## config.mk

```make
export PLATFORM = sky130hd
export DESIGN_NAME = seq_loader_flat
export DESIGN_NICKNAME = d
export VERILOG_FILES = /design/src/rtl/seq_loader_if.sv /design/src/rtl/seq_loader.sv /design/src/flat_wrapper.sv
export SDC_FILE = /design/constraint.sdc
export NUM_CORES = 1
export LEC_CHECK = 0
export ABC_CLOCK_PERIOD_IN_PS = 3400
export CORE_ASPECT_RATIO = 0.6
export CORE_MARGIN = 5
export CORE_UTILIZATION = 45
export CTS_BUF_LIST = sky130_fd_sc_hd__clkbuf_8
export CTS_CLUSTER_DIAMETER = 100
export DETAILED_ROUTE_END_ITERATION = 12
export PLACE_DENSITY = 0.82
export SYNTH_ARGS = -nofsm -noshare
export SYNTH_HDL_FRONTEND = slang
export SYNTH_SLANG_ARGS = --single-unit
```

## constraint.sdc

```tcl
create_clock -name CLK -period 3.4 [get_ports CLK]
set_clock_uncertainty 0.1 [all_clocks]
set_input_delay 0.85 -clock CLK [delete_from_list [all_inputs] [get_ports CLK]]
set_output_delay 0.85 -clock CLK [all_outputs]
set_load 0.1 [all_outputs]
```

## src/rtl/seq_loader_if.sv

```systemverilog
// seq_loader_if: byte-stream input and coded-array output handshake bundle for seq_loader
interface seq_loader_if #(parameter int LEN = 7);
   logic [7:0]        in_data;
   logic              in_valid;
   logic              in_ready;
   logic [0:LEN][0:1] codedA;
   logic [0:LEN][0:1] codedB;
   logic [0:LEN][0:1] codedC;
   logic              out_valid;
   logic              out_ack;
   logic              err;
   logic              busy;

   modport master (
      output in_data, in_valid, out_ack,
      input  in_ready, codedA, codedB, codedC, out_valid, err, busy
   );

   modport slave (
      input  in_data, in_valid, out_ack,
      output in_ready, codedA, codedB, codedC, out_valid, err, busy
   );
endinterface

```

## src/rtl/seq_loader.sv

```systemverilog
// seq_loader: frames '>'-prefixed ASCII A/B/C nucleotide sequences into 2-bit coded arrays; SEQ_LOADER_LOWERCASE_EN accepts lower-case bases
module seq_loader #(
   parameter int LEN = 7
) (
   input logic         CLK,
   input logic         rst,
   seq_loader_if.slave bus
);
   localparam int IW = (LEN > 0) ? $clog2(LEN + 1) : 1;
   localparam logic [IW-1:0] LAST = IW'(LEN);

   typedef enum logic [1:0] {IDLE, LOAD, HOLD, ERROR} state_t;

   state_t        state;
   logic [IW-1:0] idx;
   logic [1:0]    sel;
   logic [7:0]    ch;
   logic [1:0]    code;
   logic          is_ws, is_start, is_base, acc;

   // Byte classification; lower-case bases are folded onto upper case when enabled
   always_comb begin
      is_ws    = bus.in_data == 8'h20 || bus.in_data == 8'h0A || bus.in_data == 8'h0D;
      is_start = bus.in_data == 8'h3E;
`ifdef SEQ_LOADER_LOWERCASE_EN
      ch       = (bus.in_data inside {8'h61, 8'h63, 8'h67, 8'h74}) ? bus.in_data - 8'h20 : bus.in_data;
`else
      ch       = bus.in_data;
`endif
      is_base  = ch inside {8'h41, 8'h43, 8'h47, 8'h54};
      code     = ch == 8'h43 ? 2'b01 : ch == 8'h47 ? 2'b10 : ch == 8'h54 ? 2'b11 : 2'b00;
      acc      = bus.in_valid && bus.in_ready;
   end

   // Frame FSM with registered handshake/status outputs and the coded array storage
   always_ff @(posedge CLK or negedge rst) begin
      if (!rst) begin
         state         <= IDLE;
         idx           <= '0;
         sel           <= '0;
         bus.codedA    <= '0;
         bus.codedB    <= '0;
         bus.codedC    <= '0;
         bus.out_valid <= 1'b0;
         bus.err       <= 1'b0;
         bus.busy      <= 1'b0;
         bus.in_ready  <= 1'b1;
      end else begin
         case (state)
            IDLE, ERROR: begin
               if (acc && is_start) begin
                  state    <= LOAD;
                  idx      <= '0;
                  sel      <= '0;
                  bus.err  <= 1'b0;
                  bus.busy <= 1'b1;
               end
            end
            LOAD: begin
               if (acc && !is_ws) begin
                  if (is_start) begin
                     idx <= '0;
                     sel <= '0;
                  end else if (is_base) begin
                     case (sel)
                        2'd0:    bus.codedA[idx] <= code;
                        2'd1:    bus.codedB[idx] <= code;
                        default: bus.codedC[idx] <= code;
                     endcase
                     if (idx == LAST) begin
                        idx <= '0;
                        if (sel == 2'd2) begin
                           state         <= HOLD;
                           sel           <= '0;
                           bus.in_ready  <= 1'b0;
                           bus.out_valid <= 1'b1;
                           bus.busy      <= 1'b0;
                        end else begin
                           sel <= sel + 2'd1;
                        end
                     end else begin
                        idx <= idx + 1'b1;
                     end
                  end else begin
                     state    <= ERROR;
                     bus.err  <= 1'b1;
                     bus.busy <= 1'b0;
                  end
               end
            end
            HOLD: begin
               if (bus.out_ack) begin
                  state         <= IDLE;
                  bus.out_valid <= 1'b0;
                  bus.in_ready  <= 1'b1;
               end
            end
            default: state <= IDLE;
         endcase
      end
   end
endmodule

```

## src/flat_wrapper.sv

```systemverilog
// flat-port wrapper written by rule: the top's interface ports become plain ports
module seq_loader_flat 
#(
   parameter int LEN = 7
)
  (CLK, rst, bus_in_data, bus_in_valid, bus_out_ack, bus_in_ready, bus_codedA, bus_codedB, bus_codedC, bus_out_valid, bus_err, bus_busy);
  seq_loader_if #(.LEN(LEN)) bus_i ();
  input logic CLK;
  input logic rst;
  input wire logic [$bits(bus_i.in_data)-1:0] bus_in_data;
  input wire logic [$bits(bus_i.in_valid)-1:0] bus_in_valid;
  input wire logic [$bits(bus_i.out_ack)-1:0] bus_out_ack;
  output wire logic [$bits(bus_i.in_ready)-1:0] bus_in_ready;
  output wire logic [$bits(bus_i.codedA)-1:0] bus_codedA;
  output wire logic [$bits(bus_i.codedB)-1:0] bus_codedB;
  output wire logic [$bits(bus_i.codedC)-1:0] bus_codedC;
  output wire logic [$bits(bus_i.out_valid)-1:0] bus_out_valid;
  output wire logic [$bits(bus_i.err)-1:0] bus_err;
  output wire logic [$bits(bus_i.busy)-1:0] bus_busy;
  assign bus_i.in_data = bus_in_data;
  assign bus_i.in_valid = bus_in_valid;
  assign bus_i.out_ack = bus_out_ack;
  assign bus_in_ready = bus_i.in_ready;
  assign bus_codedA = bus_i.codedA;
  assign bus_codedB = bus_i.codedB;
  assign bus_codedC = bus_i.codedC;
  assign bus_out_valid = bus_i.out_valid;
  assign bus_err = bus_i.err;
  assign bus_busy = bus_i.busy;
  seq_loader #(.LEN(LEN)) u_core (.CLK(CLK), .rst(rst), .bus(bus_i));
endmodule
```

Word level (Yosys, flattened, before mapping)

Index checks and enable logic that the tools add are counted.

Flip-flop bits (word level): 59
Latch bits: 0
Memory bits (writable): 0
ROM bits: 0
Input port bits: 12
Output and inout port bits: 52
Logic and storage cells: 140
Memories: 0

$add $sub $neg: 2
$mul: 0
Divide/modulo/power cells: 0
Magnitude comparators: 2
Eq/ne operators: 26
Shifts and indexed selects: 0
Muxes and demuxes: 53
Bitwise operators: 3
Reductions and logical operators: 23

Operators with widths:

| cell                                                  | count |
|---|---|
| bitwise mux 16 bit                                    | 3 |
| two-way mux 2 bit                                     | 17 |
| equality test 8 x 7 -> 1 bit, second input constant   | 4 |
| AND reduction 5 bit                                   | 5 |
| two-way mux 1 bit                                     | 20 |
| equality test 8 x 4 -> 1 bit, second input constant   | 2 |
| equality test 8 x 6 -> 1 bit, second input constant   | 2 |
| two-way mux 3 bit                                     | 5 |
| AND reduction 6 bit                                   | 2 |
| inequality test 2 x 1 -> 1 bit, second input constant | 5 |
| case mux 1 bit (2 select lines)                       | 4 |
| AND reduction 7 bit                                   | 1 |
| demux 2 bit (select 3 bit)                            | 1 |
| equality test 2 bit, second input constant            | 3 |
| inequality test 2 bit, second input constant          | 3 |
| inequality test 3 x 1 -> 1 bit, second input constant | 2 |
| inequality test 3 bit, second input constant          | 2 |
| case mux 2 bit (3 select lines)                       | 1 |
| case mux 3 bit (2 select lines)                       | 1 |
| equality test 2 x 1 -> 1 bit, second input constant   | 2 |
| >= comparator 4 bit, second input constant            | 1 |
| logical AND 1 bit                                     | 4 |
| logical NOT 2 bit                                     | 2 |
| < comparator 4 x 1 -> 1 bit, second input constant    | 1 |
| other kinds (12)                                      | 16 |

Longest topological paths before layout

Depth in word-level cells: 7
Gate-level depth with buffers: 9
Depth with buffers taken out: 7

Worst setup path before layout

No wires, ideal clock.

Path kind: input -> register
Start: input port bus_in_data[7]
End: register u_core.bus.codedB[0]
Data arrival time: 2719 ps
Data required time: 3172 ps
Path slack: 453 ps
Cell stages on the path: 6
Buffers on the path: 2
Cells stage by stage: or4b_4 or4_4 buf_6 buf_8 nor3_4 mux2_1

Word-level cells in the longest chain between the ends: 6
Elaborated cells on any way between the ends: 19
Classes of those cells: eq/ne (8); mux (4); bitwise (1); reduce/logical (6)

Ends and longest elaborated chain:

| item                                                                                | RTL line            | source |
|---|---|---|
| start: declaration                                                                  | flat_wrapper.sv:10  | `input wire logic [$bits(bus_i.in_data)-1:0] bus_in_data;` |
| equality test 8 x 6 -> 1 bit / equality test 8 x 4 -> 1 bit (equally long branches) | seq_loader.sv:23    | `is_ws = bus.in_data == 8'h20 \|\| bus.in_data == 8'h0A \|\| bus.in_data == 8'h0D;` |
| logical OR 1 bit (2 in a row)                                                       | seq_loader.sv:23    |  |
| logical NOT 1 bit                                                                   | seq_loader.sv:60    | `if (acc && !is_ws) begin` |
| logical AND 1 bit                                                                   | seq_loader.sv:60    |  |
| AND reduction 5 bit (no source line)                                                | --                  |  |
| end signal: indexed assignment                                                      | seq_loader.sv:67    | `2'd1: bus.codedB[idx] <= code;` |
| end: declaration                                                                    | seq_loader_if.sv:21 | `output in_ready, codedA, codedB, codedC, out_valid, err, busy` |

Parallel ways exist; a longest one is shown, timed or not.
A chain may end at the register's enable or synchronous reset.

Worst setup path after layout

Start: input port bus_in_data[6]
End: register u_core.bus.codedA[3]

Word-level cells in the longest chain between the ends: 6
Elaborated cells on any way between the ends: 19
Classes of those cells: eq/ne (8); mux (4); bitwise (1); reduce/logical (6)

Ends and longest elaborated chain:

| item                                                                                | RTL line            | source |
|---|---|---|
| equality test 8 x 6 -> 1 bit / equality test 8 x 4 -> 1 bit (equally long branches) | seq_loader.sv:23    |  |
| logical OR 1 bit (2 in a row)                                                       | seq_loader.sv:23    |  |
| logical NOT 1 bit                                                                   | seq_loader.sv:60    |  |
| logical AND 1 bit                                                                   | seq_loader.sv:60    |  |
| AND reduction 5 bit (no source line)                                                | --                  |  |
| end signal: indexed assignment                                                      | seq_loader.sv:66    | `2'd0: bus.codedA[idx] <= code;` |
| end: declaration                                                                    | seq_loader_if.sv:21 |  |

Parallel ways exist; a longest one is shown, timed or not.

==> flow_summary.toml <==
[status]
status = "completed"

[logic_synthesis]
syn_inst = 238
synth_cell_type_count = 48
synthTopCellsByArea = "dfrtp_1 (49%), mux2_2 (12%), mux2_1 (6.0%)"
synth_area_sq_um = 2990
synth_area_per_cell_sq_um = 12.6
yosys_most_used_dff = "dfrtp_1"
synth-edff-count = 0
synth_top_area_cell = "dfrtp_1"
async_reset_ff_share_pct = 100
ys_seq_area_share_pct = 49.4
yosys_register_bits = 59
yosysWarningCount = 0
synth_top_area_share_pct = 48.6
synth_fp_nets = 254

[cells_and_area]
fillers = 547
drive_above_1_share_pct = 48.0
diodes = 0
finalNetCount = 342
syn_to_final_growth_pct = 31.0

[timing]
fin_crit_ns = 3.10
rsz0062_at_grt = "no"
tightest_slew_ns = 0.640
timing.fmax_mhz = 323
drv_slew = 0
maxSlewHeadroom_pct = 57.3
setup_viol = 0
hold_violations = 0
whs_ns = 0.390
period_share_pct = 91.1

[grt]
grt_start_max_net_pins = 33
grt_antenna_before_repair = 0
grt_pass1_vias = 2309
track_usage_pct = 17.7
grt_first_pass_wirelength_microns = 11500
grt_overflow = 0

[route]
drt_iter0_drc = 92
viasPerCell = 5.44
wl_microns = 6990
vias = 2272
wl_per_cell_microns = 16.7
drt-pass1-iter-count = 4
ant_nets = 0
drc = 0

[clocking]
cts_tree = "built"
cts_buffers = 9
clockBufferDepth = 2
cts_max_level = 3
root_buffer = "clkbuf_8"
insertion_delay_ns = 0.34
cts_resized = 0
clk_pin_slew_worst_paths_ns = 0.07
cts.sinks = 59
cts_setup_buffers = 0
hold_buffers = 0

[power_and_ir_drop]
powerDensity_nw_per_um2 = 333
p_comb_share_pct = 4.4
p_leak_nw = 1.95
seqPwrFrac_pct = 53.8
intPower_mw = 0.987
ir_drop_mv = 0.190
switching_share_pct = 24.3
p_sw_mw = 0.316
clkPwrFrac_pct = 41.8
total_power_mw = 1.30

[critical_path]
r2r_slack_ns = 0.82
ff2ff_path_depth = 8
worstSetupEndpointType = "flip-flop"
path_class = "in2reg"
cp.arrival_ns = 3.22
cp_max_fo = 5
required_ns = 3.52
r2r-start = "u_core.state[1]"
reg2reg_to = "u_core.bus.codedA[3]"
startpoint_type = "primary input"

[place]
gp_congestion = 0.867
place_hpwl_microns = 5370
numPortBuffers = 63

[hold_path]
hold_end = "u_core.bus.codedB[2]"
hp-start = "u_core.bus.codedB[2]"
whs_path_depth = 1
hp-class = "reg2reg"

[run]
drv_cap = 0

[floorplanning]
core-area_sq_um = 6560
rows = 23
io_pins = 64
die_h_microns = 73.1
die_w_microns = 115
dieArea_sq_um = 8430
start_util_pct = 45.6
[critical path, stage by stage]
cell and delay, ns:
clkdlybuf4s50_1 0.52, or4b_4 0.48, or4_4 0.61, buf_4 0.19
nor3_2 0.21, mux2_2 0.37
[worst max path at each step]
stage                         from              endpoint  slack (ns)  cells after the start
floorplan           bus_in_data[7]  u_core.bus.codedB[0]        0.45                      6
global placement    bus_in_data[6]  u_core.bus.codedA[3]       0.009                      6
detailed placement  bus_in_data[6]  u_core.bus.codedA[3]       -0.04                      6
CTS                 bus_in_data[6]  u_core.bus.codedA[3]        0.31                      6
global route        bus_in_data[4]  u_core.bus.codedA[3]        0.20                      7
finish              bus_in_data[6]  u_core.bus.codedA[3]        0.30                      6
[power by group through the flow]
stage	Sequential, mW	Clock, mW	Combinational [mW]
after global placement	0.715	0	0.0559
after detailed placement	0.715	0	0.0579
final	0.702	0.544	0.0573
after global routing	0.701	0.588	0.0639
after CTS	0.702	0.558	0.0580
after floorplan	0.715	0	0.0108
[sequential cells by signal, summed over array words and instances, names as in the netlist, 2 cells and up]
signal / cells
u_core.bus.codedA: 16
u_core.bus.codedB: 16
u_core.bus.codedC: 16
u_core.idx: 3
u_core.sel: 2
u_core.state: 2
[per-stage QoR]
stage | utilization (%) | std cells | area (sq um) | setup TNS (ns) | setup WS, ns
finish | 59.7 | 418 | 3920 | 0 | 0.303
global placement | 57.1 | 402 | 3750 | 0 | 0.00856
global route | 59.7 | 418 | 3920 | 0 | 0.203
detailed placement | 57.1 | 402 | 3750 | -0.196 | -0.0373
CTS | 59.7 | 418 | 3920 | 0 | 0.310
floorplan | - | 238 | 2990 | 0 | 0.453
[layer usage]
layer | track usage [%] | share of wire [%] | up-vias
met1 | 24.8 | 48 | 1128
met3 | 7.46 | 8.5 | 7
met5 | 0 | 0 | -
met2 | 25.5 | 43 | 75
met4 | 4.43 | 0.86 | 0
li1 | - | - | 1062
[cell type report]
class / instances / area, sq um / share of cell area (%)
Timing Repair Buffer: 88 / 708 / 18.1
Clock inverter: 7 / 45.0 / 1.15
Clock buffer: 9 / 124 / 3.16
Multi-Input combinational cell: 162 / 1430 / 36.5
Sequential cell: 59 / 1480 / 37.7
Tap cell: 87 / 109 / 2.78
Inverter: 6 / 22.5 / 0.575
[cells in the final DEF, fill, tap and decap left out, types with 6 or more instances in the layout]
master	netlist	routed
mux2_2	32	32
nand2_1	9	9
buf_4	0	75
clkbuf_8	0	9
dfrtp_1	58	58
clkdlybuf4s50_1	0	10
or2_2	9	9
nor3_2	7	7
mux2_1	16	16
nor3_4	9	9
nor2_1	14	14
nand3b_1	6	6
[Yosys cell counts (2+ instances only)]
master    count
a21oi_1       3
a22o_1        3
a31oi_1       2
a32o_1        2
buf_1         2
clkbuf_1      7
dfrtp_1      58
ha_1          4
inv_1         5
mux2_1       16
mux2_2       32
nand2_1       9
nand2b_1      2
nand3_1       2
nand3b_1      6
nand4_1       5
nor2_1       14
nor3_1        3
nor3_2        7
nor3_4        9
nor4_1        2
nor4bb_1      3
o211ai_1      4
or2_2         9
or3_1         3
or3b_2        3
or4_4         2
[cell families after synthesis]
kind of cell / synth area share, %
simple gates: 21.9
mux: 18.1
flops: 49.4
fa+ha+maj: 1.67
compound gates: 6.15
buf+inv: 2.76
Note: power is estimated with default switching activity, not from simulation.
